==> config.mk <==
export PLATFORM = sky130hd
export DESIGN_NAME = uart_rx_fifo_flat
export DESIGN_NICKNAME = d
export VERILOG_FILES = /design/src/rtl/uart_rx_fifo_if.sv /design/src/rtl/uart_rx_fifo.sv /design/src/flat_wrapper.sv
export SDC_FILE = /design/constraint.sdc
export NUM_CORES = 1
export LEC_CHECK = 0
export CORE_AREA = 3 3 110 123
export DETAILED_ROUTE_END_ITERATION = 10
export DIE_AREA = 0 0 113 126
export HOLD_SLACK_MARGIN = 0.06
export PLACE_DENSITY = 0.78
export SYNTH_ARGS = -nofsm -noshare
export SYNTH_HDL_FRONTEND = slang
export SYNTH_SLANG_ARGS = --single-unit
==> constraint.sdc <==
create_clock -name clk -period 3.9 [get_ports clk]
set_input_delay 0.585 -clock clk [delete_from_list [all_inputs] [get_ports clk]]
set_output_delay 0.585 -clock clk [all_outputs]
set_load 0.05 [all_outputs]
==> src/rtl/uart_rx_fifo_if.sv <==
// UART receive FIFO bus: receiver-side push signals and register-side
// show-ahead read and status signals.
interface uart_rx_fifo_if #(
  parameter int DEPTH = 16,
  parameter int WIDTH = 8
);
  localparam int CW = $clog2(DEPTH + 1);

  logic             rx_done;
  logic [WIDTH-1:0] rx_data;
  logic             rx_err;
  logic             rd_en;
  logic [WIDTH-1:0] rd_data;
  logic             rd_err;
  logic             empty;
  logic             full;
  logic             almost_full;
  logic [CW-1:0]    count;
  logic             overrun;
  logic             clr_overrun;
  logic [7:0]       err_cnt;

  modport master (
    output rx_done, rx_data, rx_err,
    output rd_en, clr_overrun,
    input  rd_data, rd_err, empty, full,
    input  almost_full, count, overrun,
    input  err_cnt
  );

  modport slave (
    input  rx_done, rx_data, rx_err,
    input  rd_en, clr_overrun,
    output rd_data, rd_err, empty, full,
    output almost_full, count, overrun,
    output err_cnt
  );
endinterface

==> src/rtl/uart_rx_fifo.sv <==
// Circular receive FIFO with show-ahead read, watermark and overrun flag.
// UART_RX_FIFO_DROP_ERR_EN: discard error frames and count them in err_cnt.
module uart_rx_fifo #(
  parameter int DEPTH    = 16,
  parameter int WIDTH    = 8,
  parameter int AF_LEVEL = 12
) (
  input  logic         clk,
  input  logic         rstN,
  uart_rx_fifo_if.slave bus
);
  localparam int AW = $clog2(DEPTH);
  localparam int CW = $clog2(DEPTH + 1);

  logic [WIDTH:0]  mem [DEPTH];
  logic [AW-1:0]   wr_ptr;
  logic [AW-1:0]   rd_ptr;
  logic [CW-1:0]   cnt;
  logic            ovr;
  logic [7:0]      ecnt;

  logic            is_full;
  logic            is_empty;
  logic            frame;
  logic            pop;
  logic            push;
  logic            lost;
  logic [WIDTH:0]  head;

  assign is_full  = (cnt == CW'(DEPTH));
  assign is_empty = (cnt == '0);

`ifdef UART_RX_FIFO_DROP_ERR_EN
  logic drop_err;
  assign drop_err = rstN & bus.rx_done & bus.rx_err;
  assign frame    = bus.rx_done & ~bus.rx_err;
`else
  assign frame    = bus.rx_done;
`endif

  assign pop  = rstN & bus.rd_en & ~is_empty;
  assign push = rstN & frame & (~is_full | pop);
  assign lost = frame & is_full & ~bus.rd_en;

  always_ff @(posedge clk) begin
    if (push) mem[wr_ptr] <= {bus.rx_err, bus.rx_data};
  end

  always_ff @(posedge clk) begin
    if (!rstN) begin
      wr_ptr <= '0;
      rd_ptr <= '0;
      cnt    <= '0;
      ovr    <= 1'b0;
    end else begin
      if (push) wr_ptr <= wr_ptr + 1'b1;
      if (pop)  rd_ptr <= rd_ptr + 1'b1;
      unique case (1'b1)
        push && !pop: cnt <= cnt + 1'b1;
        pop && !push: cnt <= cnt - 1'b1;
        default:      cnt <= cnt;
      endcase
      // set wins over a coincident clear
      if (lost)                 ovr <= 1'b1;
      else if (bus.clr_overrun) ovr <= 1'b0;
    end
  end

`ifdef UART_RX_FIFO_DROP_ERR_EN
  always_ff @(posedge clk) begin
    if (!rstN)
      ecnt <= '0;
    else if (drop_err && ecnt != 8'hFF)
      ecnt <= ecnt + 8'd1;
  end
`else
  assign ecnt = '0;
`endif

  assign head            = mem[rd_ptr];
  assign bus.rd_data     = head[WIDTH-1:0];
  assign bus.rd_err      = head[WIDTH];
  assign bus.empty       = is_empty;
  assign bus.full        = is_full;
  assign bus.almost_full = (cnt >= CW'(AF_LEVEL));
  assign bus.count       = cnt;
  assign bus.overrun     = ovr;
  assign bus.err_cnt     = ecnt;
endmodule
==> src/flat_wrapper.sv <==
// flat-port wrapper written by rule: the top's interface ports become plain ports
module uart_rx_fifo_flat 
#(
  parameter int DEPTH    = 16,
  parameter int WIDTH    = 8,
  parameter int AF_LEVEL = 12
)
  (clk, rstN, bus_rx_done, bus_rx_data, bus_rx_err, bus_rd_en, bus_clr_overrun, bus_rd_data, bus_rd_err, bus_empty, bus_full, bus_almost_full, bus_count, bus_overrun, bus_err_cnt);
  uart_rx_fifo_if #(.DEPTH(DEPTH), .WIDTH(WIDTH)) bus_i ();
  input  logic clk;
  input  logic rstN;
  input wire logic [$bits(bus_i.rx_done)-1:0] bus_rx_done;
  input wire logic [$bits(bus_i.rx_data)-1:0] bus_rx_data;
  input wire logic [$bits(bus_i.rx_err)-1:0] bus_rx_err;
  input wire logic [$bits(bus_i.rd_en)-1:0] bus_rd_en;
  input wire logic [$bits(bus_i.clr_overrun)-1:0] bus_clr_overrun;
  output wire logic [$bits(bus_i.rd_data)-1:0] bus_rd_data;
  output wire logic [$bits(bus_i.rd_err)-1:0] bus_rd_err;
  output wire logic [$bits(bus_i.empty)-1:0] bus_empty;
  output wire logic [$bits(bus_i.full)-1:0] bus_full;
  output wire logic [$bits(bus_i.almost_full)-1:0] bus_almost_full;
  output wire logic [$bits(bus_i.count)-1:0] bus_count;
  output wire logic [$bits(bus_i.overrun)-1:0] bus_overrun;
  output wire logic [$bits(bus_i.err_cnt)-1:0] bus_err_cnt;
  assign bus_i.rx_done = bus_rx_done;
  assign bus_i.rx_data = bus_rx_data;
  assign bus_i.rx_err = bus_rx_err;
  assign bus_i.rd_en = bus_rd_en;
  assign bus_i.clr_overrun = bus_clr_overrun;
  assign bus_rd_data = bus_i.rd_data;
  assign bus_rd_err = bus_i.rd_err;
  assign bus_empty = bus_i.empty;
  assign bus_full = bus_i.full;
  assign bus_almost_full = bus_i.almost_full;
  assign bus_count = bus_i.count;
  assign bus_overrun = bus_i.overrun;
  assign bus_err_cnt = bus_i.err_cnt;
  uart_rx_fifo #(.DEPTH(DEPTH), .WIDTH(WIDTH), .AF_LEVEL(AF_LEVEL)) u_core (.clk(clk), .rstN(rstN), .bus(bus_i));
endmodule
---- Word level (Yosys, flattened, before mapping) ----
Memories as Yosys holds them, arrays and structs flattened. A register that Yosys moved wholly into a read port is not among the register bits.
Index checks and enable logic that the tools add are counted.
operators by class
  add/sub/neg operators ................... 4
  $lt $le $gt $ge ......................... 1
  equality and inequality tests ........... 1
  multiplexer cells ....................... 7
  bitwise gates (word level) .............. 10
  reductions and logical operators ........ 7
operator list
  cell                   count
  $pmux W5 S2            1
  $add A4 B1 Y4 const B  2
  $mux W4                2
  $and A1 B1 Y1          6
  $add A5 B1 Y5 const B  1
  $eq A5 B5 Y1 const B   1
  $ge A5 B4 Y1 const B   1
  $logic_not A5 Y1       1
  $sub A5 B1 Y5 const B  1
  $mux W1                4
  $reduce_bool A2 Y1     2
  $not A1 Y1             3
  $logic_and A1 B1 Y1    2
  $logic_not A1 Y1       2
  $or A1 B1 Y1           1
word-level totals
  bits in registers ....................... 14
  memory bits (writable) .................. 144
  bits of input ports ..................... 14
  output and inout port bits .............. 26
  word-level logic and storage cells ...... 35
  memories kept ........................... 1
memory list
  memory      words  bits a word  rd ports  clocked after memory_dff  write ports  line                RTL
  u_core.mem  16     9            1         1                         1            uart_rx_fifo.sv:15  logic [WIDTH:0] mem [DEPTH];

---- Logic depth before layout (Yosys ltp) ----
Gate-level depths: netlist (run 1).
  word-level depth ........................ 8
  mapped depth ............................ 9

---- Worst setup path after synthesis (run 1) ----
OpenSTA, ideal clock, no wires.
  path kind ............................... flip-flop to flip-flop
  start point ............................. register u_core.cnt[0], in the netlist u_core.bus.count[0]
  end point ............................... register u_core.cnt[4], in the netlist u_core.bus.count[4]
  library setup time ...................... 133 ps
  arrival time ............................ 2422 ps
  path slack .............................. 1346 ps
  stages on the path, launching flop included .. 9
  buffers on the path ..................... 0
  clock period less this slack ............ 2554 ps
  cells stage by stage .................... dfxtp_1 or4_4 o21ai_2 nor3_1 fa_1 nand3_1 and2_1 mux2i_1 a31oi_1
on the way
  cells in the longest elaborated chain, start to end .. 8
  elaborated cells on any way between the ends .. 15
RTL lines
  element                                            line                RTL
  start, declared                                    uart_rx_fifo.sv:18  logic [CW-1:0] cnt;
  start signal, assigned                             uart_rx_fifo.sv:59  push && !pop: cnt <= cnt + 1'b1;
  start signal, assigned                             uart_rx_fifo.sv:60  pop && !push: cnt <= cnt - 1'b1;
  start signal, assigned                             uart_rx_fifo.sv:61  default: cnt <= cnt;
  $logic_not A5 Y1                                   uart_rx_fifo.sv:31  assign is_empty = (cnt == '0);
  $not A1 Y1                                         uart_rx_fifo.sv:41  assign pop = rstN & bus.rd_en & ~is_empty;
  $and A1 B1 Y1                                      uart_rx_fifo.sv:41
  $or A1 B1 Y1                                       uart_rx_fifo.sv:42  assign push = rstN & frame & (~is_full | pop);
  $and A1 B1 Y1                                      uart_rx_fifo.sv:42
  $logic_not A1 Y1                                   uart_rx_fifo.sv:60
  $logic_and A1 B1 Y1                                uart_rx_fifo.sv:60
  $pmux W5 S2 or $reduce_bool A2 Y1 (tied branches)  n/a
Several ways; a longest one is shown, not always the timed one.
A chain may end at the register's enable or synchronous reset.

==> results of run 1 <==
-- power by group through the flow --
stage	logic, mW	clock network [mW]	registers, mW
floorplan	0.670	0	2.08
global placement	0.965	0	2.03
detailed placement	0.979	0	2.04
CTS	0.984	1.54	2.00
global route	1.04	1.61	2.01
finish	0.971	1.52	2.00
-- sequential cells by signal, summed over array words and instances, names as in the netlist, named ones only --
register and count:
u_core.mem 144, u_core.bus.count 5, u_core.rd_ptr 4, u_core.wr_ptr 4, u_core.bus.overrun 1
-- synth_stat cells, types with 2 or more instances --
cell	instances	area share (%)
inv_2	2	0.12
xnor2_1	3	0.40
and2_1	14	1.3
dfxtp_1	18	5.5
mux4_2	36	12
buf_4	11	1.3
xor2_1	3	0.40
buf_2	4	0.31
ha_1	8	1.5
edfxtp_1	144	66
a22oi_1	18	2.1
a21oi_1	2	0.15
and3b_1	2	0.27
nand4_1	2	0.19
buf_1	2	0.12
nor2b_1	2	0.19
nor2_1	15	0.86
inv_1	8	0.46
clkbuf_1	6	0.35
nand3_1	4	0.31
mux2i_1	7	1.1
nor3_1	2	0.15
nand2_1	19	1.1
-- per-layer routing --
layer | up-vias | part of all wire, % | track usage [%]
met4 | 0 | 1.3 | 7.638
met2 | 111 | 54 | 29.78
met5 | - | 0 | 0
li1 | 1467 | - | -
met1 | 1673 | 39 | 21.78
met3 | 15 | 5.7 | 4.373
-- cell type report --
cell class              instances  area (um2)  share of cell area (%)
inverters                      10       37.54                  0.4991
clock buffers                  23       500.5                   6.654
well taps                     157       196.4                   2.612
clock inverters                 8       47.55                  0.6322
flip-flops and latches        162        4686                   62.30
repair buffers                 36       360.3                   4.791
multi-input cells             165        1693                   22.51
-- stage by stage --
stage          std cells  area, um2  worst slack (ns)
2_1_floorplan        360       6548             1.346
3_3_place_gp         530       6973            0.8941
3_5_place_dp         530       6973            0.7780
4_1_cts              561       7521            0.5121
5_1_grt              561       7521            0.4816
6_report             561       7521            0.5568
-- path summary, 6_finish.rpt --
kind              cells past startpoint                        startpoint                          endpoint
setup / recovery                      4                          register                    bus_rd_data[6]
hold / removal                        2   u_core.bus.overrun$_SDFFE_PN0P_   u_core.bus.overrun$_SDFFE_PN0P_
setup reg to reg                      8  u_core.bus.count[0]$_SDFFE_PN0P_  u_core.bus.count[4]$_SDFFE_PN0P_
hold reg to reg                       2   u_core.bus.overrun$_SDFFE_PN0P_   u_core.bus.overrun$_SDFFE_PN0P_
-- worst min-delay path: stages (launching register included) --
cell and delay (ns):
dfxtp_1 0.33, a32oi_1 0.06, nor2_1 0.08
-- cells by family (layout without fill, tap and decap cells) --
kind of cell	Yosys count	count (layout)	synth area share, %
simple gates	65	65	5.104
mux	43	43	13.51
other cells	1	8	0.05750
buf+inv	33	77	2.609
compound gates	34	34	4.241
flops	162	162	71.83
fa+ha+maj	9	9	1.842
xor+xnor	6	6	0.8060
==> results.sh, run 1 <==
export IMPL_holdWs_ns=0.5080
export IMPL_crit_chain="nor2b_1, a22oi_1, nand2_1, clkdlybuf4s50_1"
export IMPL_core_mm2=0.01248
export IMPL_hold_viol=0
export IMPL_skew_ns=0.005943
export IMPL_wirelength_mm=11.96
export IMPL_setup_viol=0
export IMPL_cp_slowest_stage_delay_ns=0.81
export IMPL_p_int_mw=3.234
export IMPL_routabilityCongestion=0.8593
export IMPL_fin_crit_sh_pct=85.72
export IMPL_die_y_um=126
export IMPL_fmaxAchievable_ghz=0.2991
export IMPL_critPathTopFamily="simple AND/OR/NAND/NOR gates"
export IMPL_worstSetupEndpointType="output port"
export IMPL_fin_tns_setup_ns=0
export IMPL_switching_share_pct=27.97
export IMPL_ctsHtreeMaxLevel=4
export IMPL_syn_inst=353
export IMPL_ant_nets=0
export IMPL_dp_hpwl_mm=7.529
export IMPL_synthArstFlopShare_pct=0
export IMPL_numPortBuffers=31
export IMPL_grt_antenna_before_repair=0
export IMPL_ctsHoldBuffers=0
export IMPL_design_portCount=40
export IMPL_rrSetupSlack_ns=1.31
export IMPL_leakage_nw=2.508
export IMPL_cts_tree="done"
export IMPL_cts_buffers=17
export IMPL_worstPathArrival_ns=2.76
export IMPL_fillers=902
export IMPL_drtIter0Drc=323
export IMPL_clk_path_buf_depth=2
export IMPL_synth_area_mm2=0.006521
export IMPL_drt_first_pass_iters=4
export IMPL_die_area_mm2=0.01424
export IMPL_drive_gt1_share_pct=19.55
export IMPL_crit_path_max_fanout=9
export IMPL_timing_max_cap_violations=0
export IMPL_fin_crit_ns=3.343
export IMPL_final_nets=415
export IMPL_tightest_slew_ns=0.8662
export IMPL_cts_resized=0
export IMPL_ys_seq_area_share_pct=71.83
export IMPL_start_util_pct=52.25
export IMPL_power_total_mw=4.490
export IMPL_seq_power_share_pct=44.6
export IMPL_min_path_type="register to register"
export IMPL_vias_per_cell=5.822
export IMPL_final_common_cell="edfxtp_1"
export IMPL_slew_viol_final=0
export IMPL_floorplan_rows=43
export IMPL_power_share_clock_pct=33.8
export IMPL_crit_slowest_cell="clkdlybuf4s50_1"
export IMPL_vias=3266
export IMPL_syn_avg_cell_area_um2=18.47
export IMPL_maxSlewHeadroom_pct=42.14
export IMPL_crit_type="register to output port"
export IMPL_synth_ff_type="edfxtp_1"
export IMPL_post_cts_setup_buffer_count=0
export IMPL_power_density_mw_per_mm2=597.0
export IMPL_switching_power_mw=1.256
export IMPL_ir_drop_mv=0.4088
export IMPL_syn_to_final_growth_pct=15.33
export IMPL_final_cell_mix="edfxtp_1 (144), mux4_2 (36), clkdlybuf4s50_1 (31)"
export IMPL_grt_pass1_wl_mm=18.64
export IMPL_grtUsageTotal_pct=17.68
export IMPL_clk_latency_ns=0.41
export IMPL_detail_route_wl_per_cell_um=21.32
export IMPL_ys_seq_elements=162
export IMPL_ys_types=44
export IMPL_crit_required_ns=3.31
export IMPL_fin_util_pct=60.25
export IMPL_root_buffer="clkbuf_16"
export IMPL_worstSetupStartpointType="register"
export IMPL_diodes=0
export IMPL_fp_dieW_um=113
export IMPL_grt_pass1_vias=3352
export IMPL_clk_pin_slew_ns=0.06
export IMPL_grt_max_degree=37
export IMPL_status="complete, no violations"
export IMPL_drc=0
export IMPL_overflow=0
export IMPL_power_frac_comb_pct=21.6
export IMPL_rsz0062_at_grt="false"
export IMPL_clock_sinks=162
export IMPL_cp_buffers_inverters=1
export IMPL_synth_edff_count=144
export IMPL_yosysWarningCount=0
Note: power is estimated with default switching activity, not from simulation.
==> inputs of run 2 (changes only) <==
- CORE_AREA: 3 3 110 123 -> 2 2 109 122
- DIE_AREA: 0 0 113 126 -> 0 0 111 124
==> results.sh, run 2 (same netlist as run 1, synthesis figures left out) <==
export IMPL_status="complete, no violations"
export IMPL_cts_buffers=17
export IMPL_worstPathArrival_ns=2.85
export IMPL_clk_path_buf_depth=2
export IMPL_start_util_pct=52.47
export IMPL_leakage_nw=2.509
export IMPL_postPlaceCellArea_mm2=0.006970
export IMPL_dp_hpwl_mm=7.614
export IMPL_min_path_type="register to register"
export IMPL_final_nets=413
export IMPL_overflow=0
export IMPL_fp_dieW_um=111
export IMPL_vias_per_cell=5.786
export IMPL_syn_to_final_growth_pct=15.96
export IMPL_cts_resized=0
export IMPL_detail_route_wl_per_cell_um=21.59
export IMPL_fin_util_pct=60.85
export IMPL_worstSetupEndpointType="output port"
export IMPL_slew_viol_final=0
export IMPL_ant_nets=0
export IMPL_ctsHtreeMaxLevel=4
export IMPL_design_portCount=40
export IMPL_final_common_cell="edfxtp_1"
export IMPL_wirelength_mm=12.09
export IMPL_diodes=0
export IMPL_crit_required_ns=3.31
export IMPL_skew_ns=0.005826
export IMPL_grtUsageTotal_pct=19.37
export IMPL_hold_viol=0
export IMPL_fillers=872
export IMPL_cts_tree="done"
export IMPL_clk_pin_slew_ns=0.06
export IMPL_crit_path_max_fanout=15
export IMPL_drc=0
export IMPL_grt_pass1_wl_mm=19.40
export IMPL_holdWs_ns=0.4974
export IMPL_fmaxAchievable_ghz=0.2913
export IMPL_maxSlewHeadroom_pct=36.09
export IMPL_timing_max_cap_violations=0
export IMPL_grt_max_degree=37
export IMPL_clock_sinks=162
export IMPL_clk_latency_ns=0.41
export IMPL_fin_crit_ns=3.433
export IMPL_drive_gt1_share_pct=19.11
export IMPL_routabilityCongestion=0.7802
export IMPL_regMostFlops="u_core.mem"
export IMPL_tightest_slew_ns=0.9552
export IMPL_worstSetupStartpointType="register"
export IMPL_post_cts_setup_buffer_count=0
export IMPL_crit_type="register to output port"
export IMPL_numPortBuffers=31
export IMPL_core_mm2=0.01243
export IMPL_die_area_mm2=0.01376
export IMPL_fin_crit_sh_pct=88.02
export IMPL_design_area_mm2=0.007562
export IMPL_drt_first_pass_iters=4
export IMPL_setup_viol=0
export IMPL_grt_pass1_vias=3480
export IMPL_ctsHoldBuffers=0
export IMPL_power_density_mw_per_mm2=611.4
export IMPL_final_cell_mix="edfxtp_1 (144), mux4_2 (36), clkdlybuf4s50_1 (31)"
export IMPL_root_buffer="clkbuf_16"
export IMPL_drtIter0Drc=308
export IMPL_die_y_um=124
export IMPL_fin_tns_setup_ns=0
export IMPL_largest_reg_flops=144
export IMPL_vias=3240
export IMPL_rsz0062_at_grt="false"
export IMPL_ir_drop_mv=0.4937
export IMPL_grt_antenna_before_repair=0
export IMPL_floorplan_rows=43
[run 2: per-layer routing]
layer | track usage [%] | up-vias | wire length, um
met5 | 0 | - | 0
met3 | 5.109 | 17 | 649
met1 | 23.17 | 1652 | 4881
met4 | 7.656 | 0 | 209
li1 | - | 1469 | -
met2 | 34.05 | 102 | 6349
[run 2: through the flow]
step	total power, mW	cells	setup slack, ns
2_1_floorplan	2.751	360	1.346
3_3_place_gp	3.004	528	0.8398
3_5_place_dp	3.028	528	0.7482
4_1_cts	4.647	560	0.4074
5_1_grt	4.805	560	0.2732
6_report	4.623	560	0.4673
[run 2: critical path, cell delays in order, from the launching register on]
cell and delay, ns:
dfxtp_2 0.61, buf_12 0.24, mux4_2 0.53, a22oi_1 0.24, nand2_1 0.10, clkdlybuf4s50_1 0.71
[run 2: report_power, final]
group | switching [mW] | total [mW] | internal [mW]
sequential | 0.0805 | 2.02 | 1.94
combinational | 0.561 | 0.970 | 0.409
clock | 0.635 | 1.64 | 1.00
total | 1.28 | 4.62 | 3.35
[run 2: worst paths after layout]
check	end	cells after the start	slack [ns]	from
worst max-delay path	bus_rd_data[4]	5	0.47	register
worst min-delay path	u_core.bus.overrun$_SDFFE_PN0P_	2	0.50	u_core.bus.overrun$_SDFFE_PN0P_
worst max register to register	u_core.bus.count[4]$_SDFFE_PN0P_	8	1.25	u_core.bus.count[0]$_SDFFE_PN0P_
worst min register to register	u_core.bus.overrun$_SDFFE_PN0P_	2	0.50	u_core.bus.overrun$_SDFFE_PN0P_
[run 2: area by class of cell]
class / count / area (um2) / share of cell area (%)
Clock buffer: 18 / 429.2 / 5.675
Multi-Input combinational cell: 165 / 1693 / 22.39
Inverter: 10 / 37.54 / 0.4964
Tap cell: 157 / 196.4 / 2.598
Sequential cell: 162 / 4686 / 61.96
Clock inverter: 14 / 162.7 / 2.151
Timing Repair Buffer: 34 / 357.8 / 4.732
==> inputs of run 3 (changes only) <==
- ABC_CLOCK_PERIOD_IN_PS: default -> 3900
- CORE_AREA: 2 2 109 122 -> 4 4 111 124
- DIE_AREA: 0 0 111 124 -> 0 0 115 128
- RECOVER_POWER: default -> 50
==> results.sh, run 3 (same netlist as run 1, synthesis figures left out) <==
export IMPL_status="complete, no violations"
export IMPL_fin_crit_sh_pct=89.59
export IMPL_vias_per_cell=5.883
export IMPL_switching_power_mw=1.315
export IMPL_grt_pass1_vias=3450
export IMPL_root_buffer="clkbuf_16"
export IMPL_worstSetupEndpointType="output port"
export IMPL_maxSlewHeadroom_pct=50.44
export IMPL_detail_route_wl_per_cell_um=23.16
export IMPL_syn_to_final_growth_pct=16.17
export IMPL_clk_pin_slew_ns=0.07
export IMPL_grt_max_degree=37
export IMPL_drive_gt1_share_pct=20.05
export IMPL_drtIter0Drc=313
export IMPL_timing_max_cap_violations=0
export IMPL_instances_no_fill=566
export IMPL_switching_share_pct=28.66
export IMPL_fin_util_pct=60.70
export IMPL_tightest_slew_ns=0.7434
export IMPL_numPortBuffers=31
export IMPL_cts_tree="done"
export IMPL_drc=0
export IMPL_final_nets=419
export IMPL_top_usage_layer="met2"
export IMPL_die_area_mm2=0.01472
export IMPL_final_cell_mix="edfxtp_1 (144), mux4_2 (36), clkdlybuf4s50_1 (20)"
export IMPL_setup_viol=0
export IMPL_regMostFlops="u_core.mem"
export IMPL_fin_tns_setup_ns=0
export IMPL_seq_power_share_pct=43.8
export IMPL_gr_usage_met1_pct=23.53
export IMPL_clk_path_buf_depth=2
export IMPL_cts_resized=0
export IMPL_use_met3_pct=5.241
export IMPL_clock_sinks=162
export IMPL_overflow=0
export IMPL_postPlaceCellArea_mm2=0.007003
export IMPL_grt_pass1_wl_mm=20.23
export IMPL_fmaxAchievable_ghz=0.2862
export IMPL_ant_nets=0
export IMPL_p_int_mw=3.274
export IMPL_crit_path_max_fanout=26
export IMPL_worstPathArrival_ns=2.91
export IMPL_final_common_cell="edfxtp_1"
export IMPL_leakage_nw=2.539
export IMPL_power_share_clock_pct=36.1
export IMPL_clk_latency_ns=0.42
export IMPL_min_path_type="register to register"
export IMPL_post_cts_setup_buffer_count=0
export IMPL_largest_reg_flops=144
export IMPL_start_util_pct=52.25
export IMPL_power_frac_comb_pct=20.1
export IMPL_fp_dieW_um=115
export IMPL_core_mm2=0.01248
export IMPL_wirelength_mm=13.11
export IMPL_crit_required_ns=3.31
export IMPL_power_density_mw_per_mm2=605.7
export IMPL_dp_hpwl_mm=7.814
export IMPL_routabilityCongestion=0.8852
export IMPL_dpl_worst_slack_ns=0.7195
export IMPL_slew_viol_final=0
export IMPL_design_portCount=40
export IMPL_diodes=0
export IMPL_grt_util_met2_pct=32.53
export IMPL_grt_antenna_before_repair=0
export IMPL_crit_type="register to output port"
export IMPL_ctsHoldBuffers=0
export IMPL_cts_buffers=17
export IMPL_vias=3330
export IMPL_ctsHtreeMaxLevel=4
export IMPL_worstSetupStartpointType="register"
export IMPL_hold_viol=0
export IMPL_place_inst=534
export IMPL_setup_ws_ns=0.4062
export IMPL_rsz0062_at_grt="false"
export IMPL_design_area_mm2=0.007576
export IMPL_skew_ns=0.01123
export IMPL_die_y_um=128
export IMPL_grtUsageTotal_pct=19.27
export IMPL_drt_first_pass_iters=5
export IMPL_floorplan_rows=43
export IMPL_ir_drop_mv=0.4929
export IMPL_fin_crit_ns=3.494
==> run 3: changes by cell type in the layout (fill, tap and decap cells not counted), moves of 2 or more <==
| cell | previous run | this run |
|---|---|---|
| inv_6 | 1 | 5 |
| clkinv_1 | 3 | 0 |
| clkinvlp_4 | 1 | 3 |
| inv_8 | 0 | 2 |
| buf_4 | 1 | 8 |
| dlygate4sd3_1 | 0 | 11 |
| clkdlybuf4s50_1 | 31 | 20 |
| clkinv_4 | 4 | 2 |
==> run 3: metrics by stage <==
| step | power (mW) | hold slack (ns) |
|---|---|---|
| 2_1_floorplan | 2.751 | 0.4654 |
| 3_3_place_gp | 2.988 | 0.4978 |
| 3_5_place_dp | 3.007 | 0.4825 |
| 4_1_cts | 4.651 | 0.5168 |
| 5_1_grt | 4.776 | 0.5552 |
| 6_report | 4.589 | 0.5070 |
==> run 3: layout make-up <==
class / instances / area (um2)
clock buffers: 17 / 425.4
clock inverters: 15 / 171.4
fillers: 899 / 4906
inverters: 10 / 37.54
multi-input cells: 165 / 1669
flip-flops and latches: 162 / 4686
well taps: 157 / 196.4
repair buffers: 40 / 390.4
==> run 3: power by group through the flow <==
stage | registers, mW | clock network, mW | logic [mW]
after detailed placement | 2.05 | 0 | 0.955
final | 2.01 | 1.66 | 0.924
after global placement | 2.05 | 0 | 0.940
after CTS | 2.02 | 1.67 | 0.961
after global routing | 2.02 | 1.76 | 0.991
after floorplan | 2.08 | 0 | 0.670
==> run 3: metal layers <==
layer,vias to the layer above,share of wire [%]
met4,0,2.5
met1,1691,37
li1,1469,-
met3,19,7.7
met2,151,53
met5,-,0
==> run 3: final timing paths <==
kind	startpoint	end	slack, ns	depth (start not counted)
worst max-delay path	register	bus_rd_data[3]	0.41	5
worst min-delay path	u_core.bus.overrun$_SDFFE_PN0P_	u_core.bus.overrun$_SDFFE_PN0P_	0.51	2
worst max register to register	u_core.bus.count[0]$_SDFFE_PN0P_	u_core.bus.count[4]$_SDFFE_PN0P_	0.92	8
worst min register to register	u_core.bus.overrun$_SDFFE_PN0P_	u_core.bus.overrun$_SDFFE_PN0P_	0.51	2
==> run 3: worst max-delay path, stage by stage, from the launching register on <==
cell and delay (ns):
dfxtp_2 0.59, buf_12 0.29, mux4_2 0.53, a22oi_1 0.23
nand2_1 0.10, clkdlybuf4s50_1 0.71
==> variant 1 (settings of run 1) <==
Add a define of `UART_RX_FIFO_DROP_ERR_EN`.
--- a/src/rtl/uart_rx_fifo.sv
+++ b/src/rtl/uart_rx_fifo.sv
@@ -1,5 +1,7 @@
 // Circular receive FIFO with show-ahead read, watermark and overrun flag.
 // UART_RX_FIFO_DROP_ERR_EN: discard error frames and count them in err_cnt.
+`define UART_RX_FIFO_DROP_ERR_EN
+
 module uart_rx_fifo #(
   parameter int DEPTH    = 16,
   parameter int WIDTH    = 8,
Check against the original RTL: not equivalent (Yosys sat finds a counterexample within 4 cycles, from zero or initial values and one cycle with rstN low).
==> variant 1 against run 1 <==
Sequential cell count is 8 higher. Die area stayed put. Combinational power is 12% higher. Core utilization is 3.8 points higher. Area after synthesis is 4.6% higher. Wire length is 11% higher. Final area is 6.3% higher. Power is 6.6% higher. Worst hold slack worse by 22 ps. Setup slack worse by 180 ps. Critical path type unchanged. Critical endpoint unchanged. Highest routed layer unchanged.
==> variant 1: results (changes against run 1) <==
* Hold Path Class: reg2reg
* Fin Hold WS at 486 ps (-22.2 ps)
* Post-CTS setup buffer count at 0 (unchanged)
* Placed Cells at 579 (+9.2%)
* Slowest stage delay, CP at 720 ps (-90 ps)
* Starting DRC count in detailed routing at 348 (+7.7%)
* Worst R2R Start: u_core.bus.count[4]
* Clk buf depth at 2 (unchanged)
* Detailed Place HPWL at 8790 um (+17%)
* GR Util All Layers at 20.1% (+2.4 points)
* Clock-pin slew on the worst setup and hold paths at approximately 70 ps
* Final worst setup slack at 379 ps (-178 ps)
* DP Worst Slack at 732 ps (-45.9 ps)
* Status: finished clean
* CP top delay family: buffers and inverters
* Max FO, Critical Path at 24 (+15)
* Seq/Total Area, Yosys at 71.0% (-0.84 points)
* Max IR drop VDD at 0.545 mV (+33%)
* Post-synth top cells: edfxtp_1, mux4_2, nand2_1
* H-tree levels at 4 (unchanged)
* RePlAce Congestion at 0.815 (-5.1%)
* FF-to-FF End: u_core.bus.count[4]
* Lkg Pwr at 2.65 nW (+5.6%)
* Total CTS buffers at 17 (unchanged)
* Placed cell area at 0.00741 sq mm (+6.3%)
* Synth area leaders: edfxtp_1, mux4_2, dfxtp_1
* PortBufs at 39 (+26%)
* Cells after Synth at 391 (+11%)
* Crit-path slowest cell: clkdlybuf4s50_1
* Syn Nets at 415
* Layout cells sized above 1 at 17.0% (-2.6 points)
* Clk_skew at 12.9 ps (+6.97 ps)
* Final instance count without filler cells at 611 (+8.9%)
* Routed WL at 13300 um (+11%)
* Pre-antenna DRT Iters at 5 (+1)
* Clock Root Buffer: clkbuf_16
* WP data arrival at 2940 ps (+180 ps)
* Worst Reg2Reg Path Length in Cells at 7 (-1)
* Worst Tran Pin Value at 763 ps (-103 ps)
* Number of global-route vias before repair at 3875 (+16%)
* R2R setup slack at 1230 ps (-80 ps)
* First-pass GRT wire length at 21600 um (+16%)
* Layout Nets at 465 (+12%)
* Number of vias per cell at 6.00 (+3.0%)
* Biggest register: u_core.mem
## variant 1: cell count changes in the layout (fill, tap and decap cells not counted), sizes merged, moves of 3 or more
cell and delta:
buf +4, clkdlybuf4s50 +8, inv +4, dfxtp +8, nand3 +5, nand2 +8
clkbuf -3, conb -8, mux2i +3
## variant 1: layout make-up
cell class                 count  area, sq um
clock buffer                  20          500
clock inverter                12         77.6
fill                         861         4490
inverter                      11         41.3
multi-input combinational    193         1860
sequential                   170         4850
tap                          157          196
timing repair buffer          48          470
## variant 1: worst min-delay path by stage
stage,end,startpoint,cells past startpoint
final,u_core.bus.overrun,u_core.bus.overrun,2
after global routing,u_core.bus.overrun,u_core.bus.overrun,2
after CTS,u_core.bus.overrun,u_core.bus.overrun,2
after detailed placement,u_core.bus.overrun,u_core.bus.overrun,2
after global placement,u_core.bus.overrun,u_core.bus.overrun,2
after floorplan,u_core.wr_ptr[3],u_core.wr_ptr[3],1
## variant 1: cells by family (layout without fill, tap and decap cells)
logic type,Yosys count,count (layout),synth area share [%]
AND/OR/NAND/NOR,90,90,6.78
XOR/XNOR,7,7,0.898
adder cells (fa/ha/maj),10,10,1.94
AO/OA/AOI/OAI,40,40,4.29
flip-flops,170,170,71.0
buffers and inverters,28,91,1.74
multiplexers,46,46,13.3
## variant 1: power by group
| part | switching (mW) | total, mW | internal [mW] |
|---|---|---|---|
| clock | 0.665 | 1.59 | 0.930 |
| combinational | 0.624 | 1.09 | 0.470 |
| sequential | 0.0867 | 2.10 | 2.01 |
| total | 1.38 | 4.79 | 3.41 |
## variant 1: metal layers
metal / vias to the layer above / routed length (um) / global-route usage, %
li1: 1647 / - / -
met1: 1859 / 5250 / 25.2
met2: 138 / 7060 / 34.2
met3: 19 / 688 / 5.57
met4: 0 / 277 / 6.29
met5: - / 0 / 0
==> variant 2 (config.mk and constraints of run 1) <==
Without the edit above. Register the output `bus.rd_err`, without a reset; this adds one clock of latency there.
--- a/src/rtl/uart_rx_fifo.sv
+++ b/src/rtl/uart_rx_fifo.sv
@@ -79,7 +79,9 @@
 
   assign head            = mem[rd_ptr];
   assign bus.rd_data     = head[WIDTH-1:0];
-  assign bus.rd_err      = head[WIDTH];
+  always_ff @(posedge clk) begin
+    bus.rd_err <= head[WIDTH];
+  end
   assign bus.empty       = is_empty;
   assign bus.full        = is_full;
   assign bus.almost_full = (cnt >= CW'(AF_LEVEL));
Function: changed (a bounded check fails within 4 cycles, from zero or initial values and one cycle with rstN low).
==> variant 2 against run 1 <==
Combinational power shrank 3.0%. Area after synthesis grew 1.2%. Sequential cell count grew 1. Power shrank 0.25%. Sequential power grew 2%. Final area grew 0.45%. Setup slack lost 270 ps. Wire length grew 3.9%. Clock skew grew 3.4 ps. Critical endpoint is now bus_rd_data[1]. Largest power group unchanged.
==> variant 2: results (changes against run 1) <==
* Placed Cells at 535 (+0.94%)
* Max FO, Critical Path at 18 (+9)
* Synthesis warning total at 0 (unchanged)
* Post-CTS setup buffer count at 0 (unchanged)
* Synth unique cells at 44 (unchanged)
* Max IR drop VDD at 0.521 mV (+27%)
* Starting DRC count in detailed routing at 292 (-9.6%)
* Seq/Total Area, Yosys at 71.3% (-0.57 points)
* Number of global-route vias before repair at 3423 (+2.1%)
* GR Util All Layers at 18.3% (+0.67 points)
* Clock Root Buffer: clkbuf_16
* Layout Nets at 420 (+1.2%)
* Worst Tran Pin Value at 816 ps (-50.5 ps)
* Biggest register: u_core.mem
* Cts repair resizes at 0 (unchanged)
* Final instance count without filler cells at 567 (+1.1%)
* Clock-pin slew on the worst setup and hold paths at 60 ps (about the same)
* PortBufs at 31 (unchanged)
* Pre-antenna DRT Iters at 4 (unchanged)
* Synth area leaders: edfxtp_1, mux4_2, dfxtp_1
* Largest net degree at the start of global routing at 19 (-49%)
* RePlAce Congestion at 0.818 (-4.8%)
* Hold Path Class: reg2reg
* Detailed Place HPWL at 8110 um (+7.7%)
* Post-synth top cells: edfxtp_1, mux4_2, buf_4, dfxtp_1, nand2_1
* Clk_skew at 9.33 ps (+3.38 ps)
* Async S/R FF share, synth at 0% (unchanged)
* Total CTS buffers at 17 (unchanged)
* Lkg Pwr at 2.52 nW (+0.35%)
* Fillers at 874 (-3.1%)
* WP data arrival at 3020 ps (+260 ps)
* Layout cells sized above 1 at 20.5% (+0.93 points)
* Clk buf depth at 2 (unchanged)
* Switching Fraction at 29.2% (+1.2 points)
* Hold violation total from the final report at 0 (unchanged)
* Most used flip-flop cell after synthesis: edfxtp_1
* First-pass GRT wire length at 19400 um (+3.9%)
* Routed wire per std cell at 21.9 um (+2.8%)
* Via count at 3267 (+0.031%)
* Later-pin clock latency in the skew report at ~420 ps
* Mean cell area of the mapped netlist at 18.2 sq um (-1.3%)
* H-tree levels at 4 (unchanged)
* EDFF count, synth at 144 (unchanged)
* Ant diodes at 0 (unchanged)
* Status: finished clean
* Max reg flops at 144 (unchanged)
* Initial antenna violation count at 0 (unchanged)
## variant 2: power by group through the flow
stage / sequential, mW / clock [mW] / combinational, mW
6_report: 2.04 / 1.50 / 0.942
5_1_grt: 2.06 / 1.59 / 1.01
4_1_cts: 2.04 / 1.51 / 0.953
3_5_place_dp: 2.08 / 0 / 0.950
3_3_place_gp: 2.08 / 0 / 0.931
2_1_floorplan: 2.11 / 0 / 0.694
## variant 2: worst paths after layout
path / cells past startpoint / from / slack, ps / to
hold / removal: 2 / u_core.bus.overrun / 500 / u_core.bus.overrun
setup / recovery: 5 / flip-flop / 290 / bus_rd_data[1]
hold reg to reg: 2 / u_core.bus.overrun / 500 / u_core.bus.overrun
setup reg to reg: 8 / u_core.bus.count[0] / 1330 / u_core.bus.count[4]
## variant 2: cells by family after synthesis
kind of cell    count (synthesis)  synth area share (%)
fa+ha+maj                       9                  1.82
flops                         163                  71.3
xor+xnor                        6                 0.796
buf+inv                        41                  3.49
other cells                     1                0.0568
compound gates                 34                  4.19
mux                            43                  13.3
simple gates                   65                  5.04
## variant 2: worst max-delay path: stages (launching register included)
cell and delay, ps:
dfxtp_2 590, buf_4 420, mux4_2 550, a22oi_1 240
nand2_1 80, clkdlybuf4s50_1 710
## variant 2: layer usage
layer,up-vias,GRT usage [%],wire length [um]
li1,1475,-,-
met1,1666,24.4,5200
met2,113,29.7,6450
met3,13,4.42,634
met4,0,6.79,148
met5,-,0,0
## variant 2: cell type report
| type | count | area share (%) |
|---|---|---|
| flip-flops and latches | 163 | 62.3 |
| repair buffers | 40 | 5.17 |
| clock buffers | 18 | 5.68 |
| clock inverters | 14 | 1.36 |
| well taps | 157 | 2.60 |
| inverters | 10 | 0.497 |
| multi-input cells | 165 | 22.4 |
## variant 2: through the flow
step                      instance area (sq um)  utilization (%)  worst slack, ps
after floorplan                            6630                -             1350
after global placement                     7020             56.3              709
after global routing                       7550             60.5             59.2
after CTS                                  7550             60.5              240
final                                      7550             60.5              291
after detailed placement                   7020             56.3              647
